<file path="config.mk">
export PLATFORM = sky130hd
export DESIGN_NAME = qdec_ctx_init_mc
export DESIGN_NICKNAME = d
export VERILOG_FILES = /design/src/rtl/qdec_ctx_init_mc_pkg.sv /design/src/rtl/qdec_ctx_init_mc_lane.sv /design/src/rtl/qdec_ctx_init_mc.sv
export SDC_FILE = /design/constraint.sdc
export NUM_CORES = 1
export LEC_CHECK = 0
export ABC_AREA = 1
export BUFFER_PORTS_ARGS = -buffer_cell sky130_fd_sc_hd__clkbuf_2
export CAP_MARGIN = 20
export CORE_MARGIN = 8
export CORE_UTILIZATION = 65
export CTS_CLUSTER_DIAMETER = 200
export CTS_CLUSTER_SIZE = 16
export DETAILED_ROUTE_END_ITERATION = 8
export PLACE_DENSITY = 0.82
export SYNTH_ARGS = -nofsm -noshare
export SYNTH_HDL_FRONTEND = slang
export SYNTH_SLANG_ARGS = --single-unit
</file>
<file path="constraint.sdc">
create_clock -name clk -period 18.2 [get_ports clk]
set_input_delay 2.73 -clock clk [delete_from_list [all_inputs] [get_ports clk]]
set_output_delay 2.73 -clock clk [all_outputs]
set_load 0.05 [all_outputs]
</file>
<file path="src/rtl/qdec_ctx_init_mc_pkg.sv">
// Shared types, constants and arithmetic for the CABAC context-model initialiser.
//   t_state_init_mc     : sequencing FSM states
//   QP_MAX              : upper clip for SliceQpY
//   ctx_init_value_tbl  : initValue lookup indexed by (initType, ctxIdx)
//   ctx_pre_state       : clipped preCtxState from (initValue, clipped QP)
package qdec_cabac_package;

   localparam int QP_MAX      = 51;
   localparam int NUM_CTX_DEF = 567;

   typedef enum logic [1:0] {
      ST_IDLE  = 2'd0,
      ST_SCAN  = 2'd1,
      ST_DRAIN = 2'd2,
      ST_DONE  = 2'd3
   } t_state_init_mc;

   // initValue table for the three initTypes. The contents are produced
   // procedurally from (initType, ctxIdx); replacing the body with literal
   // table data leaves every caller unchanged. 154 (the neutral value) is
   // kept frequent, as in real context tables.
   function automatic logic [7:0] ctx_init_value_tbl(input logic [1:0] init_type,
                                                     input int         idx);
      logic [15:0] h;
      h = 16'(idx * 40503 + int'(init_type) * 12345 + 23130);
      h = h ^ (h >> 7);
      if (h[3:1] == 3'd0) return 8'd154;
      return h[15:8] ^ h[7:0];
   endfunction

   // preCtxState = Clip3(1, 126, ((m * qp) >>> 4) + n); >>> floors negatives.
   function automatic logic [6:0] ctx_pre_state(input logic [7:0] iv,
                                                input logic [5:0] qp);
      logic signed [15:0] slope;
      logic signed [15:0] off;
      logic signed [15:0] m;
      logic signed [15:0] n;
      logic signed [15:0] prod;
      logic signed [15:0] pre;
      slope = signed'({12'd0, iv[7:4]});
      off   = signed'({12'd0, iv[3:0]});
      m     = slope * 16'sd5 - 16'sd45;
      n     = (off <<< 3) - 16'sd16;
      prod  = m * signed'({10'd0, qp});
      pre   = (prod >>> 4) + n;
      if (pre < 16'sd1) begin
         pre = 16'sd1;
      end else if (pre > 16'sd126) begin
         pre = 16'sd126;
      end
      return pre[6:0];
   endfunction

endpackage

</file>
<file path="src/rtl/qdec_ctx_init_mc_lane.sv">
// One lane of context-state computation (purely combinational).
//   iv_i     [7:0] : initValue of the context
//   qpc_i    [5:0] : slice QP, already clipped to 0..51
//   state_o  [6:0] : {pStateIdx[5:0], valMps}
module qdec_ctx_init_lane
   import qdec_cabac_package::*;
(
   input  logic [7:0] iv_i,
   input  logic [5:0] qpc_i,
   output logic [6:0] state_o
);

   logic [6:0] pre;
   logic       val_mps;
   logic [6:0] pstate;

   always_comb begin
      pre     = ctx_pre_state(iv_i, qpc_i);
      val_mps = (pre > 7'd63);
      pstate  = val_mps ? (pre - 7'd64) : (7'd63 - pre);
      state_o = {pstate[5:0], val_mps};
   end

endmodule

</file>
<file path="src/rtl/qdec_ctx_init_mc.sv">
// CABAC context-model initialiser: on a start pulse walks all NUM_CTX contexts
// and writes LANES context states per beat into context memory, honouring
// write backpressure.
//   clk, rst (sync, active-high)
//   ctx_init_start, init_type, qp : request and slice parameters (sampled in IDLE)
//   ctx_init_ready                : memory accepts the current beat
//   ctx_init_addr/wdata/wmask/we  : write beat (transfer on we & ready)
//   ctx_init_busy, ctx_init_done_intr : status
//
// state    | meaning
// ---------+----------------------------------------------------------
// ST_IDLE  | waiting for start; pipeline empty
// ST_SCAN  | issuing beat indices 0..NBEAT-1 into the pipeline
// ST_DRAIN | all beats issued; waiting for the pipeline to empty
// ST_DONE  | one-cycle completion pulse, back to IDLE
module qdec_ctx_init_mc
   import qdec_cabac_package::*;
#(
   parameter int NUM_CTX = 567,
   parameter int LANES   = 4,
   parameter int AW      = 10
) (
   input  logic                 clk,
   input  logic                 rst,
   input  logic                 ctx_init_start,
   input  logic [1:0]           init_type,
   input  logic [5:0]           qp,
   input  logic                 ctx_init_ready,
   output logic [AW-1:0]        ctx_init_addr,
   output logic [LANES*7-1:0]   ctx_init_wdata,
   output logic [LANES-1:0]     ctx_init_wmask,
   output logic                 ctx_init_we,
   output logic                 ctx_init_busy,
   output logic                 ctx_init_done_intr
);

   localparam int NBEAT = (NUM_CTX + LANES - 1) / LANES;

   t_state_init_mc     state_q, state_d;
   logic [AW-1:0]      cnt_q, cnt_d;
   logic [5:0]         qpc_q, qpc_d;
   logic [1:0]         itype_q, itype_d;

   logic               s0_vld_q, s0_vld_d;
   logic [AW-1:0]      s0_beat_q, s0_beat_d;
   logic [AW-1:0]      s0_addr;

   logic               s1_vld_q;
   logic [AW-1:0]      s1_addr_q;
   logic [7:0]         s1_iv_q [LANES];
   logic [7:0]         s1_iv_d [LANES];
   logic [LANES-1:0]   s1_mask_q, s1_mask_d;

   logic               s2_vld_q;
   logic [AW-1:0]      s2_addr_q;
   logic [LANES*7-1:0] s2_data_q, s2_data_d;
   logic [LANES-1:0]   s2_mask_q;

   logic [6:0]         lane_state [LANES];
   logic               en;

   // Whole pipeline (counter included) freezes while a beat is refused.
   assign en = ~s2_vld_q | ctx_init_ready;

   always_comb begin
      state_d   = state_q;
      cnt_d     = cnt_q;
      qpc_d     = qpc_q;
      itype_d   = itype_q;
      s0_vld_d  = s0_vld_q;
      s0_beat_d = s0_beat_q;
      if (en) begin
         s0_vld_d = 1'b0;
      end
      case (state_q)
         ST_IDLE: begin
            if (ctx_init_start) begin
               qpc_d   = (int'(qp) > QP_MAX) ? 6'(QP_MAX) : qp;
               itype_d = (init_type == 2'd3) ? 2'd0 : init_type;
               cnt_d   = '0;
               state_d = ST_SCAN;
            end
         end
         ST_SCAN: begin
            if (en) begin
               s0_vld_d  = 1'b1;
               s0_beat_d = cnt_q;
               cnt_d     = cnt_q + 1'b1;
               if (cnt_q == AW'(NBEAT - 1)) begin
                  state_d = ST_DRAIN;
               end
            end
         end
         ST_DRAIN: begin
            // S0 is included so a single-beat walk cannot finish early.
            if (!s0_vld_q && !s1_vld_q && !s2_vld_q) begin
               state_d = ST_DONE;
            end
         end
         ST_DONE: begin
            state_d = ST_IDLE;
         end
         default: begin
            state_d = ST_IDLE;
         end
      endcase
   end

   assign s0_addr = AW'(int'(s0_beat_q) * LANES);

   always_comb begin
      s1_mask_d = '0;
      for (int l = 0; l < LANES; l++) begin
         s1_iv_d[l] = '0;
         if (int'(s0_addr) + l < NUM_CTX) begin
            s1_mask_d[l] = 1'b1;
            s1_iv_d[l]   = ctx_init_value_tbl(itype_q, int'(s0_addr) + l);
         end
      end
   end

   for (genvar g = 0; g < LANES; g++) begin : g_lane
      qdec_ctx_init_lane u_lane (
         .iv_i    (s1_iv_q[g]),
         .qpc_i   (qpc_q),
         .state_o (lane_state[g])
      );
   end

   // Lanes past the last context are forced to zero data.
   always_comb begin
      s2_data_d = '0;
      for (int l = 0; l < LANES; l++) begin
         if (s1_mask_q[l]) begin
            s2_data_d[7*l +: 7] = lane_state[l];
         end
      end
   end

   always_ff @(posedge clk) begin
      if (rst) begin
         state_q   <= ST_IDLE;
         cnt_q     <= '0;
         qpc_q     <= '0;
         itype_q   <= '0;
         s0_vld_q  <= 1'b0;
         s0_beat_q <= '0;
         s1_vld_q  <= 1'b0;
         s1_addr_q <= '0;
         s1_mask_q <= '0;
         for (int l = 0; l < LANES; l++) begin
            s1_iv_q[l] <= '0;
         end
         s2_vld_q  <= 1'b0;
         s2_addr_q <= '0;
         s2_data_q <= '0;
         s2_mask_q <= '0;
      end else begin
         state_q   <= state_d;
         cnt_q     <= cnt_d;
         qpc_q     <= qpc_d;
         itype_q   <= itype_d;
         s0_vld_q  <= s0_vld_d;
         s0_beat_q <= s0_beat_d;
         if (en) begin
            s1_vld_q  <= s0_vld_q;
            s1_addr_q <= s0_addr;
            s1_mask_q <= s1_mask_d;
            for (int l = 0; l < LANES; l++) begin
               s1_iv_q[l] <= s1_iv_d[l];
            end
            s2_vld_q  <= s1_vld_q;
            s2_addr_q <= s1_addr_q;
            s2_data_q <= s2_data_d;
            s2_mask_q <= s1_mask_q;
         end
      end
   end

   assign ctx_init_addr      = s2_addr_q;
   assign ctx_init_wdata     = s2_data_q;
   assign ctx_init_wmask     = s2_mask_q;
   assign ctx_init_we        = s2_vld_q;
   assign ctx_init_busy      = (state_q != ST_IDLE);
   assign ctx_init_done_intr = (state_q == ST_DONE);

endmodule

</file>
==> metrics <==
Max transition margin 30.7%; mean area per synthesized cell 7.25 um^2; aggregate negative setup slack 0 ps; cell area after technology mapping 25000 um^2; final setup violation count 0; max-capacitance violation count 0; DRC marker count from the first detailed-route iteration 1683; WP data required 18550 ps; initial core utilization 66.1%; Distinct cells, synth 61; area inside the core boundary 37800 um^2; number of hold-slack violations in the final timing report 0; CTS buffer count 17; number of clock sinks 113; number of instances in the synthesized netlist 3441; Post-CTS Resized 0; fillers 3076; number of placed I/O pins 57; final-stage net count 4104; vias in the first global route 22200; global-route wire length before repair 104000 um; clock tree skew after final layout 11.9 ps; final number of max-transition violations 0; signed area change from the synthesized netlist to the final layout 5.36%; dominant register cell in the synthesized netlist sky130_fd_sc_hd__dfxtp_1; final standard cell count with taps included and fillers excluded 4004; Arrival @ worst endpoint 8160 ps; Hold WC Path Type flop to flop; clock tree from TritonCTS yes; Die Area 44900 um^2; kind of capture point of the worst setup path flop; global placer's final weighted congestion 0.996; Syn. warnings 0; start point of the critical path s1_iv_q[1][7]; via total after detailed routing 22100; DR vias/cell 5.51; slowest library cell on the worst path sky130_fd_sc_hd__fa_1; most frequent cells in the layout 814 x sky130_fd_sc_hd__inv_1, 732 x sky130_fd_sc_hd__nand2_1, 341 x sky130_fd_sc_hd__ha_1; critical register-to-register path startpoint s1_iv_q[1][7]; number of antenna violations at the first check in global routing 0; die boundary width 212 um; worst setup path class flop to flop; fraction of final layout cells sized beyond drive strength 1 6.56%; Bufs on Longest Clock Path 2; Final Routed Wirelength 61900 um; source of the worst hold timing path ctx_init_wdata[27]; ant diodes 0; Port Buf Inserts 54; TritonRoute pass-1 iters 6; number of setup buffers added after CTS 0; number of design rule violations left after detail routing 0; estimated wirelength of the detail-placed design 50800 um; number of H-tree branching levels 4; FP Rows 71; number of enable-type register cells in the synthesized netlist 32; remaining global-route overflow 0; startpoint type of the worst setup path flop; root buffer cell sky130_fd_sc_hd__clkbuf_16; Yosys reg bits 113; Post-synth ARST share 0%; most frequent standard cell in the layout excluding fill and tap cells sky130_fd_sc_hd__inv_1; GR Util All Layers 28.0%; status finished, final reports clean; fraction of the cycle the final worst path needs 42.9%; min cycle time layout 7810 ps; Seq/Total Area, Yosys 10.3%; measured slew at the worst slew-check pin 1040 ps; cts hold-fix bufs 0; number of nets with antenna violations after detailed routing 0; clock slew at the register clock pins of the worst setup and hold paths 60 ps; worst-path maximum fanout 5; wire per inst 15.5 um; setup repair after global routing missed its margin no; latest clock arrival within the worst-skew pair 460 ps; die height 212 um; highest achievable clock rate 128 MHz; slowest cell delay on critical path 550 ps; cell count after placement 3972; largest net degree at the start of global routing 46
-- state kept, by name, summed over array words and instances (netlist names), named ones only --
register / cells
cnt_q: 10
ctx_init_addr: 8
ctx_init_wdata: 28
ctx_init_we: 1
ctx_init_wmask: 3
itype_q: 2
qpc_q: 6
s0_beat_q: 8
s1_addr_q: 8
s1_iv_q: 32
s1_mask_q: 3
s1_vld_q: 1
state_q: 2
-- stage by stage --
step                util [%]  hold WS [ps]  setup slack, ps  cell area, um^2
finish                  69.7           451            10390            26300
CTS                     69.7           455            10450            26300
floorplan                  -           449            11170            25000
global route            69.7           471             9770            26300
detailed placement      68.1           440            10450            25700
global placement        68.1           439            10820            25700
-- critical path, delay by kind of cell, from the launching register on --
family                     cells  cell delay (ps)
adders and majority gates     10             3860
AOI/OAI and AO/OA              9             1490
xor gates and xnor gates       3              840
and+or+nand+nor                6              720
DFF                            1              440
buffers and inverters          4              340
-- cells in the mapped netlist (2+ instances only) --
| library cell | n | area share [%] |
|---|---|---|
| sky130_fd_sc_hd__clkbuf_1 | 31 | 0.47 |
| sky130_fd_sc_hd__nand3b_1 | 26 | 0.78 |
| sky130_fd_sc_hd__nor4_1 | 3 | 0.075 |
| sky130_fd_sc_hd__xor2_1 | 112 | 3.9 |
| sky130_fd_sc_hd__buf_6 | 7 | 0.32 |
| sky130_fd_sc_hd__nand2_4 | 2 | 0.090 |
| sky130_fd_sc_hd__xnor2_1 | 48 | 1.7 |
| sky130_fd_sc_hd__nand3_1 | 196 | 3.9 |
| sky130_fd_sc_hd__a31oi_1 | 14 | 0.35 |
| sky130_fd_sc_hd__o21ai_2 | 5 | 0.18 |
| sky130_fd_sc_hd__o21bai_1 | 6 | 0.18 |
| sky130_fd_sc_hd__or2_2 | 20 | 0.50 |
| sky130_fd_sc_hd__buf_4 | 3 | 0.090 |
| sky130_fd_sc_hd__nor3_2 | 2 | 0.080 |
| sky130_fd_sc_hd__a21oi_2 | 11 | 0.39 |
| sky130_fd_sc_hd__or2_1 | 3 | 0.075 |
| sky130_fd_sc_hd__o21a_1 | 5 | 0.15 |
| sky130_fd_sc_hd__nor2_1 | 258 | 3.9 |
| sky130_fd_sc_hd__nand3_2 | 10 | 0.40 |
| sky130_fd_sc_hd__nand2_2 | 32 | 0.80 |
| sky130_fd_sc_hd__a21oi_1 | 126 | 2.5 |
| sky130_fd_sc_hd__nor2_2 | 12 | 0.30 |
| sky130_fd_sc_hd__o211ai_1 | 2 | 0.060 |
| sky130_fd_sc_hd__fa_1 | 271 | 22 |
| sky130_fd_sc_hd__xor2_2 | 2 | 0.13 |
| sky130_fd_sc_hd__edfxtp_1 | 32 | 3.8 |
| sky130_fd_sc_hd__o21ai_0 | 59 | 1.2 |
| sky130_fd_sc_hd__nor2_4 | 13 | 0.59 |
| sky130_fd_sc_hd__nand2_1 | 732 | 11 |
| sky130_fd_sc_hd__o31ai_1 | 3 | 0.090 |
| sky130_fd_sc_hd__ha_1 | 341 | 17 |
| sky130_fd_sc_hd__inv_1 | 815 | 12 |
| sky130_fd_sc_hd__nand4_1 | 56 | 1.4 |
| sky130_fd_sc_hd__nor3_1 | 26 | 0.52 |
| sky130_fd_sc_hd__buf_2 | 3 | 0.060 |
| sky130_fd_sc_hd__clkinv_1 | 3 | 0.045 |
| sky130_fd_sc_hd__a221oi_1 | 3 | 0.11 |
| sky130_fd_sc_hd__o21ai_1 | 13 | 0.26 |
| sky130_fd_sc_hd__dfxtp_1 | 81 | 6.5 |
| sky130_fd_sc_hd__nor2_8 | 3 | 0.24 |
| sky130_fd_sc_hd__a211oi_1 | 7 | 0.21 |
| sky130_fd_sc_hd__a21o_1 | 8 | 0.24 |
| sky130_fd_sc_hd__inv_2 | 7 | 0.11 |
| sky130_fd_sc_hd__o22ai_1 | 10 | 0.25 |
| sky130_fd_sc_hd__xnor2_2 | 3 | 0.20 |
-- cells by family (layout without fill, tap and decap cells) --
| group | after synthesis | in the layout | synth area share, % |
|---|---|---|---|
| simple gates | 1397 | 1397 | 24.8 |
| buf+inv | 874 | 925 | 13.5 |
| flops | 113 | 113 | 10.3 |
| other cells | 1 | 2 | 0.0150 |
| xor+xnor | 165 | 165 | 5.94 |
| compound gates | 279 | 279 | 6.53 |
| fa+ha+maj | 612 | 612 | 38.8 |
-- area by class of cell --
class                      count  area, um^2  share of cell area, %
clock buffer                  18         450                   1.71
clock inverter                14         141                  0.538
inverter                     828        3120                   11.9
multi-input combinational   2455       19000                   72.3
sequential                   113        2580                   9.82
tap                          511         639                   2.43
timing repair buffer          65         353                   1.34
-- per-layer routing --
layer	GRT usage (%)	up-vias	share of wire, %	routed length [um]
met5	0	-	0	0
met4	10.9	0	3.6	2210
met3	3.78	162	6.2	3850
met2	48.7	826	48	29800
met1	35.0	10400	42	26000
li1	-	10700	-	-
-- worst paths after layout --
path / to / slack, ps / cells after the start
hold / removal: ctx_init_wdata[27] / 450 / 2
hold reg to reg: ctx_init_wdata[27] / 450 / 2
setup / recovery: ctx_init_wdata[8] / 10390 / 32
setup reg to reg: ctx_init_wdata[8] / 10390 / 32
Power is left out: the tool's default activity adds up to more than one toggle a clock period on the data nets, which glitch-free logic cannot reach.
